<file path="src/rtl/seq_mul_pkg.sv">
// Shared types and constants for the sequential shift-and-add multiplier.
package seq_mul_pkg;

   localparam int MUL_WIDTH = 16;

   typedef enum logic [1:0] {
      IDLE = 2'd0,
      RUN  = 2'd1,
      DONE = 2'd2
   } mul_state_t;

endpackage

</file>
<file path="src/rtl/seq_multiplier.sv">
// Unsigned shift-and-add multiplier: WIDTH iterations, then a one-cycle enable
// strobe carrying the low product half to a downstream register.
//
// state | meaning
// IDLE  | waiting for start; outputs hold the last result
// RUN   | one partial product per edge, WIDTH edges total
// DONE  | enable strobe for one cycle, then back to IDLE
module seq_multiplier
   import seq_mul_pkg::*;
#(
   parameter int WIDTH = MUL_WIDTH
) (
   input  logic             clock,
   input  logic             reset,
   input  logic             start,
   input  logic [WIDTH-1:0] a,
   input  logic [WIDTH-1:0] b,
   output logic             busy,
   output logic [WIDTH-1:0] write_word,
   output logic             enable,
   output logic             overflow
);

   localparam int CNT_W = $clog2(WIDTH) + 1;

   mul_state_t         state_q, state_d;
   logic [2*WIDTH-1:0] mcand_q, mcand_d;
   logic [WIDTH-1:0]   mplier_q, mplier_d;
   logic [2*WIDTH-1:0] acc_q, acc_d;
   logic [CNT_W-1:0]   cnt_q, cnt_d;
   logic [WIDTH-1:0]   word_q, word_d;
   logic               ovf_q, ovf_d;
   logic [2*WIDTH-1:0] acc_sum;

   assign acc_sum = mplier_q[0] ? (acc_q + mcand_q) : acc_q;

   always_comb begin
      state_d  = state_q;
      mcand_d  = mcand_q;
      mplier_d = mplier_q;
      acc_d    = acc_q;
      cnt_d    = cnt_q;
      word_d   = word_q;
      ovf_d    = ovf_q;
      case (state_q)
         IDLE: begin
            if (start) begin
               mcand_d  = {{WIDTH{1'b0}}, a};
               mplier_d = b;
               acc_d    = '0;
               cnt_d    = '0;
               state_d  = RUN;
            end
         end
         RUN: begin
            acc_d    = acc_sum;
            mcand_d  = mcand_q << 1;
            mplier_d = mplier_q >> 1;
            cnt_d    = cnt_q + 1'b1;
            // Last iteration: publish the freshly accumulated product.
            if (cnt_q == CNT_W'(WIDTH - 1)) begin
               state_d = DONE;
               word_d  = acc_sum[WIDTH-1:0];
               ovf_d   = |acc_sum[2*WIDTH-1:WIDTH];
            end
         end
         DONE:    state_d = IDLE;
         default: state_d = IDLE;
      endcase
   end

   always_ff @(posedge clock) begin
      if (!reset) begin
         state_q  <= IDLE;
         mcand_q  <= '0;
         mplier_q <= '0;
         acc_q    <= '0;
         cnt_q    <= '0;
         word_q   <= '0;
         ovf_q    <= 1'b0;
      end else begin
         state_q  <= state_d;
         mcand_q  <= mcand_d;
         mplier_q <= mplier_d;
         acc_q    <= acc_d;
         cnt_q    <= cnt_d;
         word_q   <= word_d;
         ovf_q    <= ovf_d;
      end
   end

   assign busy       = (state_q != IDLE);
   assign enable     = (state_q == DONE);
   assign write_word = word_q;
   assign overflow   = ovf_q;

endmodule
</file>
<file path="config.mk">
export PLATFORM = sky130hd
export DESIGN_NAME = seq_multiplier
export DESIGN_NICKNAME = d
export VERILOG_FILES = /design/src/rtl/seq_mul_pkg.sv /design/src/rtl/seq_multiplier.sv
export SDC_FILE = /design/constraint.sdc
export NUM_CORES = 1
export LEC_CHECK = 0
export CAP_MARGIN = 20
export CORE_UTILIZATION = 25
export CTS_BUF_LIST = sky130_fd_sc_hd__clkbuf_8
export DETAILED_ROUTE_END_ITERATION = 8
export GPL_TIMING_DRIVEN = 0
export PLACE_DENSITY_LB_ADDON = 0.3
export SLEW_MARGIN = 5
export SYNTH_ARGS = -nofsm -noshare
export SYNTH_HDL_FRONTEND = slang
export SYNTH_SLANG_ARGS = --single-unit
</file>
<file path="constraint.sdc">
create_clock -name clock -period 9.19 [get_ports clock]
set_input_delay 0.919 -clock clock [delete_from_list [all_inputs] [get_ports clock]]
set_output_delay 0.919 -clock clock [all_outputs]
set_load 0.03 [all_outputs]
</file>
[Word level (Yosys, flattened, before mapping)]
Cells that the tools add are included.
Widths: inputs -> output; s select.
Storage, ports and cells
  output and inout port bits: 19
  ROM bits: 0
  memories: 0
  bits in writable memories: 0
  input bits: 35
  register bits after elaboration: 104
  latch bits: 0
Cells by class
  equal/unequal tests: 5
  multiply operators: 0
  muxes and demuxes: 12
  shift-type cells: 0
  order comparisons: 0
  divide/modulo/power cells: 0
  bitwise logic cells: 0
  reductions and logical operators: 7
  $add $sub $neg: 2
Operators with widths (count)
  $pmux 32 s2: 2
  $mux 32: 3
  $add 32x32->32: 1
  $pmux 16 s2: 1
  $mux 16: 1
  $reduce_or 16->1: 1
  $pmux 5 s2: 1
  $reduce_and 2->1: 3
  $add 5x1->5 const B: 1
  $eq 5x4->1 const B: 1
  $mux 5: 1
  $mux 2: 2
  $ne 2x2->1 const B: 2
  $pmux 2 s2: 1
  $reduce_bool 2->1: 2
  $eq 2x1->1 const B: 1
  $eq 2x2->1 const B: 1
  $logic_not 2->1: 1

[Logic depth before layout (Yosys ltp)]
Gate-level depths: netlist of the first run.
  depth in word-level cells: 3
  depth in mapped cells: 12

[Least setup slack after synthesis of the first run]
No wires, ideal clock.
  kind: flip-flop to flip-flop
  start point: register mcand_q[0]
  end point: register ovf_q (netlist: overflow)
  library setup time: 123 ps
  data arrival time: 2955 ps
  data required time: 9067 ps
  stages on the path, launching flop included: 13
  slack: 6112 ps
  path through: dfxtp_1 > ha_1 > fa_1 > a21o_1 > a221o_2 > a22oi_2 > a211o_1 > and4b_1 > o31ai_1 > a2111oi_0 > o2111ai_1 > a2111oi_2 > nor2_1
On the way
  cells in the longest elaborated chain, start to end: 3
Ends and longest elaborated chain
  start: declaration: RTL line seq_multiplier.sv:27  | logic [2*WIDTH-1:0] mcand_q, mcand_d;
  start signal: assignment: RTL line seq_multiplier.sv:83  | mcand_q <= mcand_d;
  $add 32x32->32: RTL line seq_multiplier.sv:35  | assign acc_sum = mplier_q[0] ? (acc_q + mcand_q) : acc_q;
  $mux 32: RTL line seq_multiplier.sv:35
  $reduce_or 16->1: RTL line seq_multiplier.sv:64  | ovf_d = |acc_sum[2*WIDTH-1:WIDTH];
  end signal: assignment: RTL line seq_multiplier.sv:88  | ovf_q <= ovf_d;
  end: declaration: RTL line seq_multiplier.sv:32  | logic ovf_q, ovf_d;
No other way between the ends.
A chain may end at the register's enable or synchronous reset.

[Worst setup path after layout of the first run]
Ends and elaborated chain as after synthesis.

==> flow_summary.ini, run 1 <==
[outcome]
run_status = complete, no violations

[hold_path]
hp-start = write_word[12]
min-delay-path-class = flip-flop to flip-flop

[final_layout]
postLayoutCellArea_sq_mm = 0.00753
final_common_cell = nor2_1
drive_gt1_frac = 0.0393
n_fill_cell = 2814
finalNetCount = 980
antenna-diode-count = 0
flow.area_growth_from_synthesis_pct = 17.8
final_cell_mix = 230 x nor2_1, 104 x dfxtp_1, 87 x a21oi_1

[setup_path]
critPathArrivalTime_ns = 4.28
sort_of_element_at_the_start_of_the_critical_path = flip-flop
cp_slowest_cell = a2111oi_0
cp_max_fo = 5
worstPathRequired_ns = 9.46
regToRegStartpoint = mcand_q[0]
critPathLaunch = mcand_q[0]
timing.critical_path.cells = ha_1, fa_1, a21o_1, a221o_2, a22oi_2, a211o_1, and4b_1, o31ai_1, a2111oi_0, o2111ai_1, a2111oi_2, nor2_1
cp_slowest_stage_delay_ns = 0.62
timing.setup.critical_path_class = flip-flop to flip-flop
crit_path_end_kind = flip-flop

[power_and_ir_drop]
combPwrFrac = 0.154
leak_pwr_uw = 0.00295
internal_power_uw = 649
power.clock.fraction = 0.329
reg_power_frac = 0.517
switching_share = 0.303
switching_power_uw = 282
power_after_layout_uw = 931
peakVddDrop_v = 0.0000791
power_density_mw_per_mm2 = 124

[sta]
timing_max_transition_violations_final = 0
fin_setup_tns_ns = 0
fmaxAchievable_mhz = 249
setup_viol = 0
transition_time_at_the_pin_with_the_least_slew_margin_ns = 0.997
final.min_clock_period_ns = 4.01
rsz_0062_raised_after_global_routing = no
clock_skew_ns = 0.0195
report.final.hold_viol_count = 0
timing.slew.headroom = 0.331
post-route-period-util = 0.436
whs_ns = 0.465

[clocking]
max-clock-path-buffers = 2
cts_bufs_inserted = 9
post_cts.repair.setup_buffers = 0
clk_transition_reported_paths_ns = 0.11
cts_num_sinks = 104
clkLatencyLatePin_ns = 0.40
h-tree-depth = 3
hold_buffers = 0
cts_resized = 0
cell_chosen_for_the_clock_root = clkbuf_8
cts_tree = built

[synthesis]
syn_inst = 848
ys_dominant_reg_cell = dfxtp_1
yosysWarnings = 0
synth_nets = 917
async_flop_share = 0
synth_seq_area_share = 0.326
syn_avg_cell_area_sq_um = 7.54
yosysUniqueCellTypes = 64
synth-seq-cells = 104
synth-edff-count = 0
syn-cell-area_sq_mm = 0.00639

[placement]
gp_congestion = 0.922
dp_wirelength_microns = 15700
io_buffer_count = 52
dpl-instance-area_sq_mm = 0.00733

[drt]
post_drt_via_cell_ratio = 5.15
drtPass1Iterations = 6
drt-initial-drc-count = 444
routed-wl-met3_microns = 779
remaining_drc_errors = 0
wl_met2_microns = 9340
met1Wirelength_microns = 10100
top_signal_layer_used = met4
dr_total_vias = 6410
routed_wire_length_per_instance_microns = 16.7
routed_wirelength_microns = 20800
number_of_nets_with_antenna_violations_after_routing = 0

[grt]
grt.total_usage = 0.162
grt_start_max_net_pins = 19
wire_length_of_the_first_global_routing_pass_microns = 33300
number_of_antenna_violations_at_the_first_check_in_global_routing = 0
number_of_global_route_vias_before_repair = 6039
grt.overflow.total = 0

[floorplan]
die_width_microns = 162
floorplan.core_area_sq_mm = 0.0251
die-area_sq_mm = 0.0262
initial_core_util = 0.255
floorplan.rows = 58
num_io_pins = 54
chipHeight_microns = 162

[flow_run]
max_cap_viol = 0
[final timing paths]
path	end	slack, ns	cells past startpoint
setup reg to reg	overflow	5.18	12
hold reg to reg	write_word[12]	0.47	2
hold / removal	write_word[12]	0.47	2
setup / recovery	overflow	5.18	12
[sequential cells by signal (all words and copies together) (netlist names)]
| register | count |
|---|---|
| state_q | 2 |
| write_word | 16 |
| cnt_q | 5 |
| mcand_q | 32 |
| acc_q | 32 |
| overflow | 1 |
| mplier_q | 16 |
[per-layer routing]
layer / track usage / vias up
li1: - / 3194
met4: 0.0587 / 0
met1: 0.220 / 3040
met2: 0.259 / 142
met5: 0 / -
met3: 0.0243 / 34
[through the flow]
stage | setup slack (ns) | util | cells
finish | 5.18 | 0.300 | 1245
global route | 4.99 | 0.300 | 1245
CTS | 5.17 | 0.300 | 1245
detailed placement | 5.21 | 0.292 | 1230
global placement | 5.14 | 0.292 | 1230
floorplan | 6.11 | - | 848
[worst max-delay path, delay by kind of cell, from the launching register on]
| kind | cells | cell delay [ns] |
|---|---|---|
| compound gates | 8 | 2.52 |
| flops | 1 | 0.38 |
| fa+ha+maj | 2 | 0.68 |
| simple gates | 2 | 0.30 |
[cell type report]
class	count	area [sq um]	share of cell area
Timing Repair Buffer	52	520	0.0691
Inverter	10	37.5	0.00498
Clock inverter	6	81.3	0.0108
Sequential cell	104	2080	0.276
Clock buffer	9	124	0.0164
Buffer	62	243	0.0322
Tap cell	330	413	0.0548
Multi-Input combinational cell	672	4030	0.535
[power groups by stage]
stage / logic (uW) / clock network (uW) / registers, uW
after floorplan: 94.5 / 0 / 486
after global placement: 144 / 0 / 492
after detailed placement: 144 / 0 / 491
after CTS: 144 / 318 / 481
after global routing: 161 / 335 / 484
final: 144 / 306 / 481
[kinds of logic (layout without fill, tap and decap cells)]
kind of cell	Yosys count	count (layout)	synth area share
simple gates	339	339	0.224
compound gates	261	261	0.283
flops	104	104	0.326
buf+inv	72	139	0.0438
fa+ha+maj	34	34	0.0677
xor+xnor	21	21	0.0288
mux	17	17	0.0270
[synthesized netlist by cell type, drive strengths merged, types with 5 or more instances]
master  number  area share
a211oi      11       0.013
a21o        18       0.021
a21oi       87       0.068
a22oi       40       0.048
a31oi        8      0.0078
and3         6      0.0059
buf         19       0.013
clkbuf      43       0.025
dfxtp      104        0.33
ha          33       0.065
inv          8      0.0047
mux2i       15       0.023
nand2       43       0.025
nand3       13       0.010
nand4        7      0.0069
nor2       230        0.14
nor2b        9      0.0088
nor3        11      0.0086
o211ai       6      0.0078
o21a        13       0.015
o21ai       17       0.015
o221ai      30       0.041
o31ai        5      0.0059
xnor2       10       0.014
xor2        11       0.015
No activity file was read; power rests on OpenSTA's default activity.
==> run 2, diff against run 1 <==
==> constraint.sdc (replaced) <==
create_clock -name clock -period 3.7 [get_ports clock]
set_input_delay 0.37 -clock clock [delete_from_list [all_inputs] [get_ports clock]]
set_output_delay 0.37 -clock clock [all_outputs]
set_load 0.03 [all_outputs]
==> run 2 against run 1 <==
Non-clock buffer count increased by 2; utilization increased by 0.30 points; cell area increased by 1.0%; register-to-register slack got worse by 5.1 ns; first-iteration DRC count decreased by 2.5%; count of clock-buffer cells in the layout unchanged; flip-flop and latch count unchanged; sequential power increased by 150%; wire length increased by 0.47%; clock power increased by 150%; largest cell class unchanged.
==> flow_summary.ini, run 2 (synthesis gave the netlist of run 1 again) <==
[final_layout]
finalNetCount = 982
final_cell_mix = 230 x nor2_1, 103 x dfxtp_1, 87 x a21oi_1
layout_top_registers = acc_q: 32 flops, mcand_q: 32 flops
final_common_cell = nor2_1
flow.area_growth_from_synthesis_pct = 19.0
final_util = 0.303
drive_gt1_frac = 0.0502
postLayoutCellArea_sq_mm = 0.00761
antenna-diode-count = 0
n_fill_cell = 2807

[clocking]
cts_num_sinks = 104
cts_bufs_inserted = 9
h-tree-depth = 3
clk_transition_reported_paths_ns = 0.12
cell_chosen_for_the_clock_root = clkbuf_8
clkLatencyLatePin_ns = 0.40
cts_tree = built
max-clock-path-buffers = 2

[sta]
timing.slew.headroom = 0.333
setup_viol = 0
timing_max_transition_violations_final = 0
clock_skew_ns = 0.0210
whs_ns = 0.466
post-route-period-util = 0.967
final.min_clock_period_ns = 3.58
rsz_0062_raised_after_global_routing = no
report.final.hold_viol_count = 0
fmaxAchievable_mhz = 280
fin_setup_tns_ns = 0
transition_time_at_the_pin_with_the_least_slew_margin_ns = 0.995

[floorplan]
die_width_microns = 162
initial_core_util = 0.255
chipHeight_microns = 162
floorplan.rows = 58
num_io_pins = 54
floorplan.core_area_sq_mm = 0.0251
die-area_sq_mm = 0.0262

[drt]
routed_wire_length_per_instance_microns = 16.8
number_of_nets_with_antenna_violations_after_routing = 0
routed_wirelength_microns = 20900
dr_total_vias = 6476
post_drt_via_cell_ratio = 5.19
drtPass1Iterations = 5
remaining_drc_errors = 0
drt-initial-drc-count = 433

[hold_path]
min-delay-path-class = flip-flop to flip-flop

[power_and_ir_drop]
power_after_layout_uw = 2320
power_density_mw_per_mm2 = 305
leak_pwr_uw = 0.00296
peakVddDrop_v = 0.000198

[setup_path]
sort_of_element_at_the_start_of_the_critical_path = flip-flop
cp_slowest_cell = or4_4
critPathArrivalTime_ns = 3.85
crit_path_end_kind = flip-flop
timing.critical_path.cells = ha_1, fa_2, a21o_1, a221o_2, a22oi_2, a211o_1, a41o_1, o311ai_1, or4_4, a2111oi_4, nor2_1
timing.setup.critical_path_class = flip-flop to flip-flop
worstPathRequired_ns = 3.98
cp_slowest_stage_delay_ns = 0.53
cp_max_fo = 5

[placement]
io_buffer_count = 52
gp_congestion = 0.922
dp_wirelength_microns = 15700
dpl-instance-area_sq_mm = 0.00733

[grt]
number_of_antenna_violations_at_the_first_check_in_global_routing = 0
number_of_global_route_vias_before_repair = 6060
grt.total_usage = 0.162
grt_start_max_net_pins = 19
wire_length_of_the_first_global_routing_pass_microns = 33400
grt.overflow.total = 0

[flow_run]
max_cap_viol = 0

[outcome]
run_status = complete, no violations
-- run 2: stage by stage --
| stage | setup WS (ns) | instances |
|---|---|---|
| after floorplan | 0.622 | 848 |
| after CTS | 0.0381 | 1246 |
| after global routing | 0.0119 | 1247 |
| after detailed placement | -0.284 | 1230 |
| after global placement | -0.351 | 1230 |
| final | 0.124 | 1247 |
-- run 2: area by class of cell --
type | instances | area [sq um] | share of cell area
Clock inverter | 6 | 81.3 | 0.0107
Tap cell | 330 | 413 | 0.0543
Inverter | 10 | 37.5 | 0.00493
Sequential cell | 104 | 2080 | 0.274
Buffer | 62 | 243 | 0.0319
Timing Repair Buffer | 54 | 536 | 0.0704
Clock buffer | 9 | 124 | 0.0163
Multi-Input combinational cell | 672 | 4090 | 0.538
-- run 2: routing by layer --
metal,track usage,share of wire,vias up
met1,0.220,0.49,3084
met5,0,0,-
met3,0.0243,0.039,31
met2,0.259,0.45,161
met4,0.0587,0.026,0
li1,-,-,3200
-- run 2: where the power goes --
| group | switching (uW) | total, uW | internal (uW) | leakage, uW |
|---|---|---|---|---|
| Clock | 444 | 765 | 321 | 0.000103 |
| Combinational | 225 | 360 | 135 | 0.00201 |
| Sequential | 39.5 | 1200 | 1160 | 0.000847 |
-- run 2: worst paths after layout --
kind | endpoint | slack [ns] | start | depth (start not counted)
hold / removal | write_word[12] | 0.47 | write_word[12] | 2
setup reg to reg | overflow | 0.12 | mcand_q[0] | 11
hold reg to reg | write_word[12] | 0.47 | write_word[12] | 2
setup / recovery | overflow | 0.12 | mcand_q[0] | 11
-- run 2: worst max-delay path, delay by kind of cell, from the launching register on --
kind | cells | cell delay (ns)
adders and majority gates | 2 | 0.61
AOI/OAI and AO/OA | 7 | 1.87
DFF | 1 | 0.37
and+or+nand+nor | 2 | 0.60
-- run 2: repair_timing --
item / CTS / global route
pin swaps: 2 / 4
resized for setup: 3 / 8
hold endpoints to repair: 0 / 0
setup endpoints to repair: 1 / 1
setup buffers: 1 / 1
hold buffers: 0 / 0
